[src/rtl/nx_egress_pkg.sv]
// Shared types and defaults for the egress aggregator at the south edge of the mesh.
package nx_egress_pkg;

  localparam int unsigned NX_EG_STREAM_WIDTH = 32;
  localparam int unsigned NX_EG_COLUMNS      = 4;
  localparam int unsigned NX_EG_FIFO_DEPTH   = 8;
  localparam int unsigned NX_EG_COUNT_WIDTH  = 16;
  localparam int unsigned NX_EG_COL_WIDTH    = $clog2(NX_EG_COLUMNS);

  // Buffered message: source column tag plus untouched payload.
  typedef struct packed {
    logic [NX_EG_COL_WIDTH-1:0]    col;
    logic [NX_EG_STREAM_WIDTH-1:0] data;
  } nx_eg_entry_t;

  function automatic int unsigned nx_eg_wrap_inc(input int unsigned idx, input int unsigned n);
    return (idx + 1 >= n) ? 0 : idx + 1;
  endfunction

endpackage

[src/rtl/nx_egress_fifo.sv]
// First-word-fall-through FIFO with synchronous flush and wrap-bit pointers.
module nx_egress_fifo #(
  parameter int unsigned WIDTH = 34,
  parameter int unsigned DEPTH = 8
) (
  input  logic                     clk_i,
  input  logic                     rst_ni,
  input  logic                     i_push,
  input  logic [WIDTH-1:0]         i_data,
  input  logic                     i_pop,
  input  logic                     i_flush,
  output logic [WIDTH-1:0]         o_data,
  output logic                     o_full,
  output logic                     o_empty,
  output logic [$clog2(DEPTH):0]   o_level
);

  localparam int unsigned AW = $clog2(DEPTH);

  logic [WIDTH-1:0] r_mem [DEPTH];
  logic [AW:0]      r_wr;
  logic [AW:0]      r_rd;
  logic             w_do_push;
  logic             w_do_pop;

  assign o_empty   = (r_wr == r_rd);
  assign o_full    = (r_wr[AW] != r_rd[AW]) && (r_wr[AW-1:0] == r_rd[AW-1:0]);
  assign o_level   = r_wr - r_rd;
  assign w_do_push = i_push && !o_full && !i_flush;
  assign w_do_pop  = i_pop && !o_empty && !i_flush;
  // Empty head reads as zero so the host bus is clean out of reset.
  assign o_data    = o_empty ? '0 : r_mem[r_rd[AW-1:0]];

  always_ff @(posedge clk_i or negedge rst_ni) begin
    if (!rst_ni) begin
      r_wr <= '0;
      r_rd <= '0;
    end else if (i_flush) begin
      r_wr <= '0;
      r_rd <= '0;
    end else begin
      if (w_do_push) r_wr <= r_wr + 1'b1;
      if (w_do_pop)  r_rd <= r_rd + 1'b1;
    end
  end

  always_ff @(posedge clk_i) begin
    if (w_do_push) r_mem[r_wr[AW-1:0]] <= i_data;
  end

endmodule

[src/rtl/nx_egress_aggregator.sv]
// Round-robin merge of the bottom-row south streams into one column-tagged host stream.
module nx_egress_aggregator
  import nx_egress_pkg::*;
#(
  parameter int unsigned STREAM_WIDTH = NX_EG_STREAM_WIDTH,
  parameter int unsigned COLUMNS      = NX_EG_COLUMNS,
  parameter int unsigned FIFO_DEPTH   = NX_EG_FIFO_DEPTH,
  parameter int unsigned COUNT_WIDTH  = NX_EG_COUNT_WIDTH
) (
  input  logic                              clk_i,
  input  logic                              rst_ni,
  input  logic                              enable_i,
  input  logic                              flush_i,
  input  logic [COLUMNS*STREAM_WIDTH-1:0]   ib_data_i,
  input  logic [COLUMNS-1:0]                ib_valid_i,
  output logic [COLUMNS-1:0]                ib_ready_o,
  output logic [COLUMNS-1:0]                ib_present_o,
  output logic [STREAM_WIDTH-1:0]           host_data_o,
  output logic [$clog2(COLUMNS)-1:0]        host_col_o,
  output logic                              host_valid_o,
  input  logic                              host_ready_i,
  output logic [$clog2(FIFO_DEPTH):0]       level_o,
  output logic [COUNT_WIDTH-1:0]            count_o,
  output logic                              idle_o
);

  localparam int unsigned COL_W = $clog2(COLUMNS);

  typedef struct packed {
    logic [COL_W-1:0]        col;
    logic [STREAM_WIDTH-1:0] data;
  } entry_t;

  logic [STREAM_WIDTH-1:0] w_col_data [COLUMNS];
  logic [COLUMNS-1:0]      w_cand;
  logic [COLUMNS-1:0]      w_grant;
  logic [COL_W-1:0]        w_grant_col;
  logic [COL_W-1:0]        w_sel;
  logic                    w_found;
  int unsigned             w_idx;
  logic                    w_full;
  logic                    w_empty;
  logic                    w_pop;
  entry_t                  w_push_entry;
  entry_t                  w_head;

  logic [COL_W-1:0]        r_rr;
  logic [COUNT_WIDTH-1:0]  r_count;
  logic                    r_idle;

  for (genvar g = 0; g < COLUMNS; g++) begin : g_unpack
    assign w_col_data[g] = ib_data_i[g*STREAM_WIDTH +: STREAM_WIDTH];
  end

  // Ready is a pure function of local state and node-side inputs; host_ready_i never reaches it.
  always_comb begin
    w_cand      = (enable_i && !w_full && !flush_i) ? ib_valid_i : '0;
    w_grant     = '0;
    w_grant_col = '0;
    w_found     = 1'b0;
    w_idx       = 0;
    w_sel       = '0;
    for (int unsigned i = 0; i < COLUMNS; i++) begin
      w_idx = 32'(r_rr) + i;
      if (w_idx >= COLUMNS) w_idx = w_idx - COLUMNS;
      w_sel = COL_W'(w_idx);
      if (!w_found && w_cand[w_sel]) begin
        w_found        = 1'b1;
        w_grant[w_sel] = 1'b1;
        w_grant_col    = w_sel;
      end
    end
  end

  assign ib_ready_o        = w_grant;
  assign ib_present_o      = {COLUMNS{enable_i}};
  assign w_push_entry.col  = w_grant_col;
  assign w_push_entry.data = w_col_data[w_grant_col];
  assign host_valid_o      = !w_empty;
  assign w_pop             = host_valid_o && host_ready_i;
  assign host_data_o       = w_head.data;
  assign host_col_o        = w_head.col;
  assign count_o           = r_count;
  assign idle_o            = r_idle;

  nx_egress_fifo #(
    .WIDTH (COL_W + STREAM_WIDTH),
    .DEPTH (FIFO_DEPTH)
  ) u_fifo (
    .clk_i   (clk_i),
    .rst_ni  (rst_ni),
    .i_push  (w_found),
    .i_data  (w_push_entry),
    .i_pop   (w_pop),
    .i_flush (flush_i),
    .o_data  (w_head),
    .o_full  (w_full),
    .o_empty (w_empty),
    .o_level (level_o)
  );

  always_ff @(posedge clk_i or negedge rst_ni) begin
    if (!rst_ni) begin
      r_rr    <= '0;
      r_count <= '0;
      r_idle  <= 1'b0;
    end else begin
      if (w_found) begin
        r_rr <= COL_W'(nx_eg_wrap_inc(32'(w_grant_col), COLUMNS));
        if (r_count != {COUNT_WIDTH{1'b1}}) r_count <= r_count + 1'b1;
      end
      r_idle <= w_empty && !(|ib_valid_i);
    end
  end

endmodule
[config.mk]
export PLATFORM = sky130hd
export DESIGN_NAME = nx_egress_aggregator
export DESIGN_NICKNAME = d
export VERILOG_FILES = /design/src/rtl/nx_egress_pkg.sv /design/src/rtl/nx_egress_fifo.sv /design/src/rtl/nx_egress_aggregator.sv
export SDC_FILE = /design/constraint.sdc
export NUM_CORES = 1
export LEC_CHECK = 0
export BUFFER_PORTS_ARGS = -buffer_cell sky130_fd_sc_hd__buf_2
export CAP_MARGIN = 20
export CORE_UTILIZATION = 60
export CTS_BUF_LIST = sky130_fd_sc_hd__clkbuf_8
export CTS_CLUSTER_SIZE = 8
export DETAILED_ROUTE_END_ITERATION = 6
export GPL_ROUTABILITY_DRIVEN = 0
export HOLD_SLACK_MARGIN = 0.15
export PLACE_DENSITY = 0.79
export SLEW_MARGIN = 10
export SYNTH_ARGS = -nofsm -noshare
export SYNTH_HDL_FRONTEND = slang
export SYNTH_SLANG_ARGS = --single-unit
[constraint.sdc]
create_clock -name clk_i -period 9.77 [get_ports clk_i]
set_input_delay 1.954 -clock clk_i [delete_from_list [all_inputs] [get_ports clk_i]]
set_output_delay 1.954 -clock clk_i [all_outputs]
set_load 0.01 [all_outputs]
==> results.md <==
- Hold crit path type: reg2reg
- Slowest stage delay, CP: between 0.9 and 1 ns
- Fmax: 164.5 MHz
- Drt first pass iters: 5
- I/O pins: 201
- Site Rows: 54
- Fin. Hold Viols: 0
- Min cycle time layout: ~6.1 ns
- Unique masters post-synth: 55
- Outcome: finished clean
- First-pass GRT wire length: between 40 and 50 mm
- Asr flop ratio synth: 9.030%
- GRT met3 Usage: 3.765%
- H-tree Lvls: 2
- Remaining antenna violation count: 0
- YS warnings: 0
- Cells along the critical path: inv_2 -> ha_1 -> and3_1 -> and2_2 -> inv_1 -> buf_2
- DR DRC count: 0
- Reg clk slew, reported paths: around 0.06 ns
- Clock Skew: 0.01861 ns
- Die height: between 150 and 200 µm
- Post-route design area: around 15000 µm²
- WHS Path Cells: 1
- Post-CTS Resized: 0
- CP max stage cell: dfrtp_2
- Post-synthesis cell area: 13330 µm²
- Area delta synth->final: 15.03%
- Chip width: around 150 µm
- Critical path launch point type: register
- Rel. slew slack: between 20% and 30%
- CP Max Fanout: 36
- Commonest cells after routing, fill and taps aside: edfxtp_1 (272), buf_2 (200), mux2i_1 (97)
- Syn Inst Count: 785
- Max VDD drop: 0.0001202 V
- Hold buffer count at cts: 0
- Post-CTS setup repair buffer count: 0
- Setup CP Type: reg2out
- CTS sink cnt: between 200 and 300
- Share of layout cells above drive strength 1: between 30 and 40%
- Pwr dens: roughly 220 nW/µm²
- P_leak: ~6.1 nW
- Buffers added on ports: 200
- Final period util: just over 60%
- Initial antenna violation count: 0
- Most common cell after layout, fill and taps aside: edfxtp_1
- Final wirelength: 26.92 mm
- Grt ovf: 0
- Pin count of the biggest net entering global routing: between 70 and 80
- Final Slew Violations: 0
- GR peak layer: met2
- Iter 0 DRT Violations: 505
- Core Area: around 22000 µm²
- Drt via density: around 6
- Worst Tran Pin Value: 1.097 ns
- Total Neg Setup Slack: 0 ns
- Vias: 7809
- # diodes: 0
- Crit path DAT: just over 4 ns
- TritonCTS clock tree: done
- Starting Density: approximately three fifths
- HPWL Detailed: 16.12 mm
- EDFF count, synth: 272
- Placed inst area: around 15000 µm²
- Maximum root-to-sink buffer count: 3
- R2R depth: 7
- Num CTS Buffers: 48
- Hold slack: 0.4925 ns
- Global-route track usage on met1: about a third
- Synth Flop Type: edfxtp_1
- Fin nets: about 1100
- Post-synthesis sequential area ratio: 66.32%
- GR Layer Usage met2: roughly two fifths
- Syn Nets: 933
- Number of global-route vias before repair: roughly 7400
- Layout fillers: ~1400
- Syn Area/Cell: around 17 µm²
- WP data required: between 7 and 8 ns
- #FFs+latches synth: around 300
- Total GRT Usage: approximately a quarter
- Worst-skew pair later-pin latency: between 0.5 and 0.6 ns
- Worst Setup End Kind: primary output
- Die footprint: around 23000 µm²
- Setup Viol. Count Final: 0
- Clock tree root driver cell: clkbuf_8
- Max-Cap Viols: 0
- Final Util: roughly 70%
- Unrepaired setup endpoints after global routing: false
- WL per Instance: between 20 and 25 µm
==> synthesized netlist by cell type, types with 6 or more instances <==
master | count | area share [%]
edfxtp_1 | 272 | 61
buf_4 | 6 | 0.34
inv_1 | 12 | 0.34
a21oi_1 | 38 | 1.4
o21ai_0 | 6 | 0.23
mux2i_1 | 97 | 7.3
buf_6 | 7 | 0.59
buf_2 | 13 | 0.49
nand2_1 | 86 | 2.4
nand3_1 | 11 | 0.41
xor2_1 | 7 | 0.46
nor2_1 | 15 | 0.42
dfrtp_1 | 27 | 5.1
clkbuf_1 | 20 | 0.56
nor4_1 | 6 | 0.28
mux4_2 | 70 | 12
xnor2_1 | 15 | 0.99
ha_1 | 10 | 0.94
==> state kept, by name (all words and copies together), names as in the netlist <==
| register | flops |
|---|---|
| r_rr | 2 |
| u_fifo.r_mem | 272 |
| u_fifo.r_wr | 4 |
| idle_o | 1 |
| count_o | 16 |
| u_fifo.r_rd | 4 |
==> worst paths after layout <==
check / start / to / slack (ns)
min in group asynchronous: rst_ni / u_fifo.r_wr[1] / 1.41
worst max-delay path: u_fifo.r_rd[2] / host_valid_o / 3.69
worst max register to register: u_fifo.r_rd[2] / u_fifo.r_mem[2][7] / 5.06
max in group asynchronous: rst_ni / u_fifo.r_rd[0] / 7.88
worst min register to register: count_o[9] / count_o[9] / 0.49
worst min-delay path: count_o[9] / count_o[9] / 0.49
==> metrics by stage <==
step                total power [mW]  instances  setup WS, ns
global placement               2.400       1228         4.266
detailed placement             2.419       1228         4.190
finish                         3.324       1306         3.692
CTS                            3.345       1306         3.666
global route                   3.479       1306         3.453
floorplan                      2.197        785         3.243
==> area by class of cell <==
type | instances | area [µm²] | area share, %
well taps | 280 | 350.3 | 2.284
flip-flops and latches | 299 | 8852 | 57.71
clock inverters | 26 | 112.6 | 0.7342
clock buffers | 52 | 715.7 | 4.666
multi-input cells | 420 | 4141 | 27.00
inverters | 14 | 52.55 | 0.3426
repair buffers | 215 | 1114 | 7.260
==> report_power, final <==
part	switching, mW	leakage [nW]	internal, mW
Clock	0.452	0.485	0.485
Sequential	0.0673	2.81	1.52
Combinational	0.441	2.83	0.357
Total	0.960	6.12	2.36
==> critical path, delay by kind of cell, from the launching register on <==
| family | cells | cell delay (ns) |
|---|---|---|
| flops | 1 | 0.96 |
| fa+ha+maj | 1 | 0.51 |
| buf+inv | 3 | 1.06 |
| simple gates | 2 | 1.04 |
==> cells by family after synthesis <==
family | after synthesis | synth area share (%)
adder cells (fa/ha/maj) | 11 | 1.088
AO/OA/AOI/OAI | 62 | 3.190
buffers and inverters | 66 | 3.003
flip-flops | 299 | 66.32
XOR/XNOR | 22 | 1.445
AND/OR/NAND/NOR | 152 | 5.311
multiplexers | 173 | 19.64
==> metal layers <==
metal	wire length (µm)	part of all wire [%]	vias to the layer above
met4	457	1.7	0
met3	1770	6.6	45
met5	0	0	-
met2	13650	51	338
met1	11040	41	3919
li1	-	-	3507
No activity file was read; power rests on OpenSTA's default activity.
